===== src/rtl/text_mode_renderer_if.sv =====
`default_nettype none
//============================================================================
// Module   : text_mode_renderer_if
// Desc     : Char RAM / font ROM fetch bus between renderer and memories.
// Revision : 1.0
//============================================================================
interface text_mode_renderer_if;
    logic [11:0] char_addr;
    logic [15:0] char_data;
    logic [11:0] font_addr;
    logic [7:0]  font_data;

    modport master (
        output char_addr,
        output font_addr,
        input  char_data,
        input  font_data
    );

    modport slave (
        input  char_addr,
        input  font_addr,
        output char_data,
        output font_data
    );
endinterface
`default_nettype wire


===== src/rtl/text_mode_renderer.sv =====
`default_nettype none
//============================================================================
// Module   : text_mode_renderer
// Desc     : Character-cell text renderer, 5-cycle pipeline, blinking cursor.
// Revision : 1.0
//============================================================================
module text_mode_renderer #(
    parameter int COLS       = 80,
    parameter int ROWS       = 30,
    parameter int CHAR_W     = 8,
    parameter int CHAR_H     = 16,
    parameter int BLINK_LOG2 = 5
) (
    input  wire logic        clk,
    input  wire logic        reset,
    input  wire logic [9:0]  hpos,
    input  wire logic [9:0]  vpos,
    input  wire logic        display_on,
    input  wire logic        hsync,
    input  wire logic        vsync,
    input  wire logic        cursor_en,
    input  wire logic [6:0]  cursor_col,
    input  wire logic [4:0]  cursor_row,
    text_mode_renderer_if.master mem,
    output logic [3:0]       pixel_color,
    output logic             hsync_out,
    output logic             vsync_out,
    output logic             display_on_out
);

    localparam int LATENCY  = 5;
    localparam int c_COL_SH = $clog2(CHAR_W);
    localparam int c_ROW_SH = $clog2(CHAR_H);

    logic [6:0]  w_cell_col;
    logic [5:0]  w_cell_row;
    logic [2:0]  w_col_lo;
    logic [3:0]  w_row_lo;
    logic [11:0] w_char_addr;
    logic        w_cursor_match;
    logic        w_blink;
    logic        w_bit;

    // Side-band {display_on, hsync, vsync} travels through the full latency.
    logic [2:0]  r_side [LATENCY];

    logic [11:0] r_char_addr;
    logic [2:0]  r_col_lo1, r_col_lo2, r_col_lo3, r_col_lo4;
    logic [3:0]  r_row_lo1, r_row_lo2;
    logic        r_match1, r_match2;
    logic [11:0] r_font_addr;
    logic [3:0]  r_fg3, r_bg3, r_fg4, r_bg4;
    logic        r_cur_hit3, r_cur_hit4;
    logic [3:0]  r_pixel_color;
    logic        r_vsync_prev;
    logic [BLINK_LOG2-1:0] r_frame_cnt;

    always_comb begin
        w_cell_col  = 7'(hpos >> c_COL_SH);
        w_cell_row  = 6'(vpos >> c_ROW_SH);
        w_col_lo    = hpos[2:0];
        w_row_lo    = vpos[3:0];
        w_char_addr = 12'(w_cell_row) * 12'(COLS) + 12'(w_cell_col);
        // Out-of-grid cursor coordinates must never light a cell.
        w_cursor_match = cursor_en
                       && (cursor_col < 7'(COLS))
                       && (cursor_row < 5'(ROWS))
                       && (w_cell_col == cursor_col)
                       && (w_cell_row == {1'b0, cursor_row})
                       && (w_row_lo >= 4'(CHAR_H - 2));
        w_blink = r_frame_cnt[BLINK_LOG2-1];
        w_bit   = mem.font_data[3'd7 - r_col_lo4] ^ r_cur_hit4;
    end

    always_ff @(posedge clk or negedge reset) begin
        if (!reset) begin
            for (int i = 0; i < LATENCY; i++) begin
                r_side[i] <= 3'b000;
            end
            r_char_addr   <= '0;
            r_col_lo1     <= '0;
            r_col_lo2     <= '0;
            r_col_lo3     <= '0;
            r_col_lo4     <= '0;
            r_row_lo1     <= '0;
            r_row_lo2     <= '0;
            r_match1      <= 1'b0;
            r_match2      <= 1'b0;
            r_font_addr   <= '0;
            r_fg3         <= '0;
            r_bg3         <= '0;
            r_fg4         <= '0;
            r_bg4         <= '0;
            r_cur_hit3    <= 1'b0;
            r_cur_hit4    <= 1'b0;
            r_pixel_color <= '0;
            r_vsync_prev  <= 1'b0;
            r_frame_cnt   <= '0;
        end else begin
            r_side[0] <= {display_on, hsync, vsync};
            for (int i = 1; i < LATENCY; i++) begin
                r_side[i] <= r_side[i-1];
            end

            // E1: address generation and per-pixel sideband capture
            r_char_addr <= display_on ? w_char_addr : 12'd0;
            r_col_lo1   <= w_col_lo;
            r_row_lo1   <= w_row_lo;
            r_match1    <= w_cursor_match;

            // E2: char RAM is reading
            r_col_lo2 <= r_col_lo1;
            r_row_lo2 <= r_row_lo1;
            r_match2  <= r_match1;

            // E3: char word available, issue glyph fetch
            r_font_addr <= {mem.char_data[7:0], r_row_lo2};
            r_fg3       <= mem.char_data[11:8];
            r_bg3       <= mem.char_data[15:12];
            r_cur_hit3  <= r_match2 & w_blink;
            r_col_lo3   <= r_col_lo2;

            // E4: font ROM is reading
            r_fg4      <= r_fg3;
            r_bg4      <= r_bg3;
            r_cur_hit4 <= r_cur_hit3;
            r_col_lo4  <= r_col_lo3;

            // E5: colour select
            if (r_side[LATENCY-2][2]) begin
                r_pixel_color <= w_bit ? r_fg4 : r_bg4;
            end else begin
                r_pixel_color <= 4'd0;
            end

            r_vsync_prev <= vsync;
            if (vsync && !r_vsync_prev) begin
                r_frame_cnt <= r_frame_cnt + 1'b1;
            end
        end
    end

    assign mem.char_addr  = r_char_addr;
    assign mem.font_addr  = r_font_addr;
    assign pixel_color    = r_pixel_color;
    assign display_on_out = r_side[LATENCY-1][2];
    assign hsync_out      = r_side[LATENCY-1][1];
    assign vsync_out      = r_side[LATENCY-1][0];

endmodule
`default_nettype wire


===== src/flat_wrapper.sv =====
// flat-port wrapper written by rule: the top's interface ports become plain ports
module text_mode_renderer_flat 
#(
    parameter int COLS       = 80,
    parameter int ROWS       = 30,
    parameter int CHAR_W     = 8,
    parameter int CHAR_H     = 16,
    parameter int BLINK_LOG2 = 5
)
  (clk, reset, hpos, vpos, display_on, hsync, vsync, cursor_en, cursor_col, cursor_row, pixel_color, hsync_out, vsync_out, display_on_out, mem_char_addr, mem_font_addr, mem_char_data, mem_font_data);
  text_mode_renderer_if mem_i ();
  input  wire logic clk;
  input  wire logic reset;
  input  wire logic [9:0] hpos;
  input  wire logic [9:0] vpos;
  input  wire logic display_on;
  input  wire logic hsync;
  input  wire logic vsync;
  input  wire logic cursor_en;
  input  wire logic [6:0] cursor_col;
  input  wire logic [4:0] cursor_row;
  output logic [3:0] pixel_color;
  output logic hsync_out;
  output logic vsync_out;
  output logic display_on_out;
  output wire logic [$bits(mem_i.char_addr)-1:0] mem_char_addr;
  output wire logic [$bits(mem_i.font_addr)-1:0] mem_font_addr;
  input wire logic [$bits(mem_i.char_data)-1:0] mem_char_data;
  input wire logic [$bits(mem_i.font_data)-1:0] mem_font_data;
  assign mem_char_addr = mem_i.char_addr;
  assign mem_font_addr = mem_i.font_addr;
  assign mem_i.char_data = mem_char_data;
  assign mem_i.font_data = mem_font_data;
  text_mode_renderer #(.COLS(COLS), .ROWS(ROWS), .CHAR_W(CHAR_W), .CHAR_H(CHAR_H), .BLINK_LOG2(BLINK_LOG2)) u_core (.clk(clk), .reset(reset), .hpos(hpos), .vpos(vpos), .display_on(display_on), .hsync(hsync), .vsync(vsync), .cursor_en(cursor_en), .cursor_col(cursor_col), .cursor_row(cursor_row), .mem(mem_i), .pixel_color(pixel_color), .hsync_out(hsync_out), .vsync_out(vsync_out), .display_on_out(display_on_out));
endmodule

===== config.mk =====
export PLATFORM = sky130hd
export DESIGN_NAME = text_mode_renderer_flat
export DESIGN_NICKNAME = d
export VERILOG_FILES = /design/src/rtl/text_mode_renderer_if.sv /design/src/rtl/text_mode_renderer.sv /design/src/flat_wrapper.sv
export SDC_FILE = /design/constraint.sdc
export NUM_CORES = 1
export LEC_CHECK = 0
export BUFFER_PORTS_ARGS = -buffer_cell sky130_fd_sc_hd__buf_4
export CORE_MARGIN = 10
export CORE_UTILIZATION = 50
export DETAILED_ROUTE_END_ITERATION = 12
export PLACE_DENSITY = 0.78
export SYNTH_ARGS = -nofsm -noshare
export SYNTH_HDL_FRONTEND = slang
export SYNTH_SLANG_ARGS = --single-unit

===== constraint.sdc =====
create_clock -name clk -period 2.15 [get_ports clk]
set_input_delay 0.43 -clock clk [delete_from_list [all_inputs] [get_ports clk]]
set_output_delay 0.43 -clock clk [all_outputs]
set_load 0.01 [all_outputs]

==> flow_summary_export.csv <==
group,metric,value,unit
status,outcome,"finished clean",
timing,finClkSkew,8.945,ps
routing,final_antenna_net_count,0,
timing,slew-limit-headroom,64.67,%
clock_tree,cts_buffers,9,
power,powerDensity,825.4,mW/mm²
critical_path,crit_buf_inv,2,
finish,final_cell_mix,"buf_4 (102), dfrtp_1 (88), xnor2_1 (16)",
critical_path,arrival,2260,ps
clock_tree,clk_pin_slew,80,ps
synthesis,ys_ff_latch,88,
clock_tree,clock_latency,340,ps
floorplan,rows,28,
timing,max_freq,498.7,MHz
timing,setup_viol,0,
synthesis,synthAdderAreaFrac,6.299,%
routing,wl_per_cell,14.95,µm
timing,rsz0062_at_grt,"no",
timing,slew_viol_final,0,
timing,hold_viol,0,
critical_path,cp_common_cell,"ha_1",
synthesis,synthSimpleGateAreaFrac,6.838,%
critical_path,startpoint_type,"input port",
critical_path,crit_family,"adder cells",
synthesis,synth_xor_area_share,6.631,%
clock_tree,postCtsSetupBuffers,0,
finish,final_common_cell,"buf_4",
synthesis,synth_compound_area_share,2.279,%
global_routing,grt_overflow,0,
timing,worstMarginPinSlew,529.9,ps
finish,n_fill_cell,441,
critical_path,end_kind,"flip-flop",
synthesis,ys_types,27,
place,routabilityCongestion,0.7800,
routing,via_per_inst,4.629,
timing,setup_ws,144.8,ps
clock_tree,clk_path_buf_depth,2,
clock_tree,root_buffer,"clkbuf_8",
timing,finalCritPeriodShare,93.27,%
routing,drtIter0Drc,51,
critical_path,critPathKind,"input port to flip-flop",
clock_tree,cts_resized,0,
clock_tree,clock_sinks,88,
place,place_ws,-200.6,ps
timing,period_needed,2005,ps
synthesis,yosysWarnings,0,
global_routing,grt_pass1_vias,1986,
place,io_buffers,92,
global_routing,grt_pass1_wl,9.591,mm
routing,wl,5.725,mm
finish,drive_gt1_share,39.29,%
synthesis,yosysSeqAreaShare,72.94,%
critical_path,max_stage_delay,420,ps
finish,n_antenna_cell,0,
place,dpl.hpwl,4.651,mm
synthesis,syn_area,0.003019,mm²
global_routing,grt_max_degree,47,
power,vdd_ir_drop_max,0.4176,mV
routing,drc_errors,0,
power,p_leak,1.995,nW
floorplan,ioPinCount,93,
critical_path,crit_required,2410,ps
timing,fin_hold_ws,68.87,ps
floorplan,die_w,97.71,µm
synthesis,muxShareOfSynthArea,3.896,%
clock_tree,htree_levels,3,
hold_path,min_path_type,"input port to async pin",
clock_tree,postCtsHoldBufs,0,
routing,dr.pass1.iters,2,
floorplan,dieArea,0.009546,mm²
floorplan,die_h,97.71,µm
global_routing,antenna_found_initial,0,
synthesis,synth_fp_nets,267,
finish,area_growth,34.65,%
floorplan,start_util,51.30,%
critical_path,critPathSlowestCell,"fa_1",
finish,nets,380,
floorplan,coreArea,0.005886,mm²
synthesis,synth_cells,191,
routing,vias,1773,
synthesis,synth_top_family_by_area,"simple AND/OR/NAND/NOR gates",
critical_path,cp_max_fo,2,
critical_path,path_cells,"buf_4, ha_1, ha_1, inv_1, fa_1, nand2b_1, a21oi_1, xnor2_1, a311o_1, o21ai_0",
synthesis,postSynthAreaPerCell,15.81,µm²
clock_tree,cts_tree,"built",
flow_run,maxCapViolCount,0,
finish,fin_util,69.07,%
global_routing,grt_usage,12.54,%
routing by layer:
| layer | vias up | GRT usage [%] | routed length (µm) |
|---|---|---|---|
| met2 | 69 | 20.54 | 2806 |
| met3 | 8 | 4.125 | 408 |
| met4 | 0 | 7.047 | 95 |
| met1 | 842 | 14.11 | 2414 |
| li1 | 854 | - | - |
| met5 | - | 0 | 0 |
per-stage QoR:
step                instances  power [mW]  cell area (µm²)  TNS (ps)
finish                    383       3.355             4065         0
global route              383       3.538             4065         0
CTS                       383       3.404             4065         0
detailed placement        368       2.398             3884    -352.7
global placement          368       2.374             3884    -183.9
floorplan                 191       2.120             3024         0
Yosys cell counts:
cell type	n	area, µm²
and3_1	1	6.260
nand2b_1	1	6.260
nand3_1	3	15.01
mux4_1	2	52.55
ha_1	12	150.1
o21ai_0	3	15.01
mux2i_2	1	13.76
and2_1	6	37.54
nor3_1	2	10.01
nor2_1	9	33.78
nor3b_1	1	7.510
nor2b_1	7	43.79
mux2_2	1	11.26
a311o_1	1	10.01
mux2i_1	4	40.04
xor2_2	1	16.27
nand2_1	4	15.01
a21o_1	2	15.01
o2111ai_1	1	8.760
a21oi_1	4	20.02
dfrtp_1	88	2202
nand4_1	4	25.02
nor4_1	1	6.260
xor2_1	5	43.79
xnor2_1	16	140.1
inv_1	9	33.78
fa_1	2	40.04
state kept, by name (all words and copies together) (netlist names), 4 cells and up:
signal,cells
u_core.mem.font_addr,12
u_core.r_row_lo2,4
u_core.pixel_color,4
u_core.r_row_lo1,4
u_core.r_fg4,4
u_core.mem.char_addr,12
u_core.r_fg3,4
u_core.r_side,12
u_core.r_bg4,4
u_core.r_frame_cnt,5
u_core.r_bg3,4
path summary, 6_finish.rpt:
check	to	slack, ps	from	cells after the start
max	u_core.mem.char_addr[11]	140	vpos[5]	10
max in group asynchronous	u_core.r_bg3[3]	1460	reset	2
max reg2reg	u_core.pixel_color[1]	240	u_core.r_col_lo4[0]	5
min reg2reg	u_core.r_cur_hit4	350	u_core.r_cur_hit3	0
min	u_core.mem.font_addr[10]	70	reset	1
min in group clk	u_core.r_fg3[0]	190	mem_char_data[8]	1
layout make-up:
class | instances | area [µm²] | area share, %
clock buffers | 11 | 151.4 | 3.724
clock inverters | 4 | 30.03 | 0.7387
inverters | 9 | 33.78 | 0.8310
multi-input cells | 94 | 788.3 | 19.39
flip-flops and latches | 88 | 2202 | 54.17
well taps | 75 | 93.84 | 2.308
repair buffers | 102 | 765.7 | 18.84
logic make-up after synthesis:
group,after synthesis
AOI/OAI and AO/OA,11
buffers and inverters,9
and+or+nand+nor,39
adders and majority gates,14
xor gates and xnor gates,22
DFF,88
muxes,8
report_power, final:
group / internal (mW) / switching (mW)
registers: 1.79 / 0.0671
clock network: 0.476 / 0.526
logic: 0.276 / 0.217
total: 2.54 / 0.811
Power figures use the tool's default switching activity.
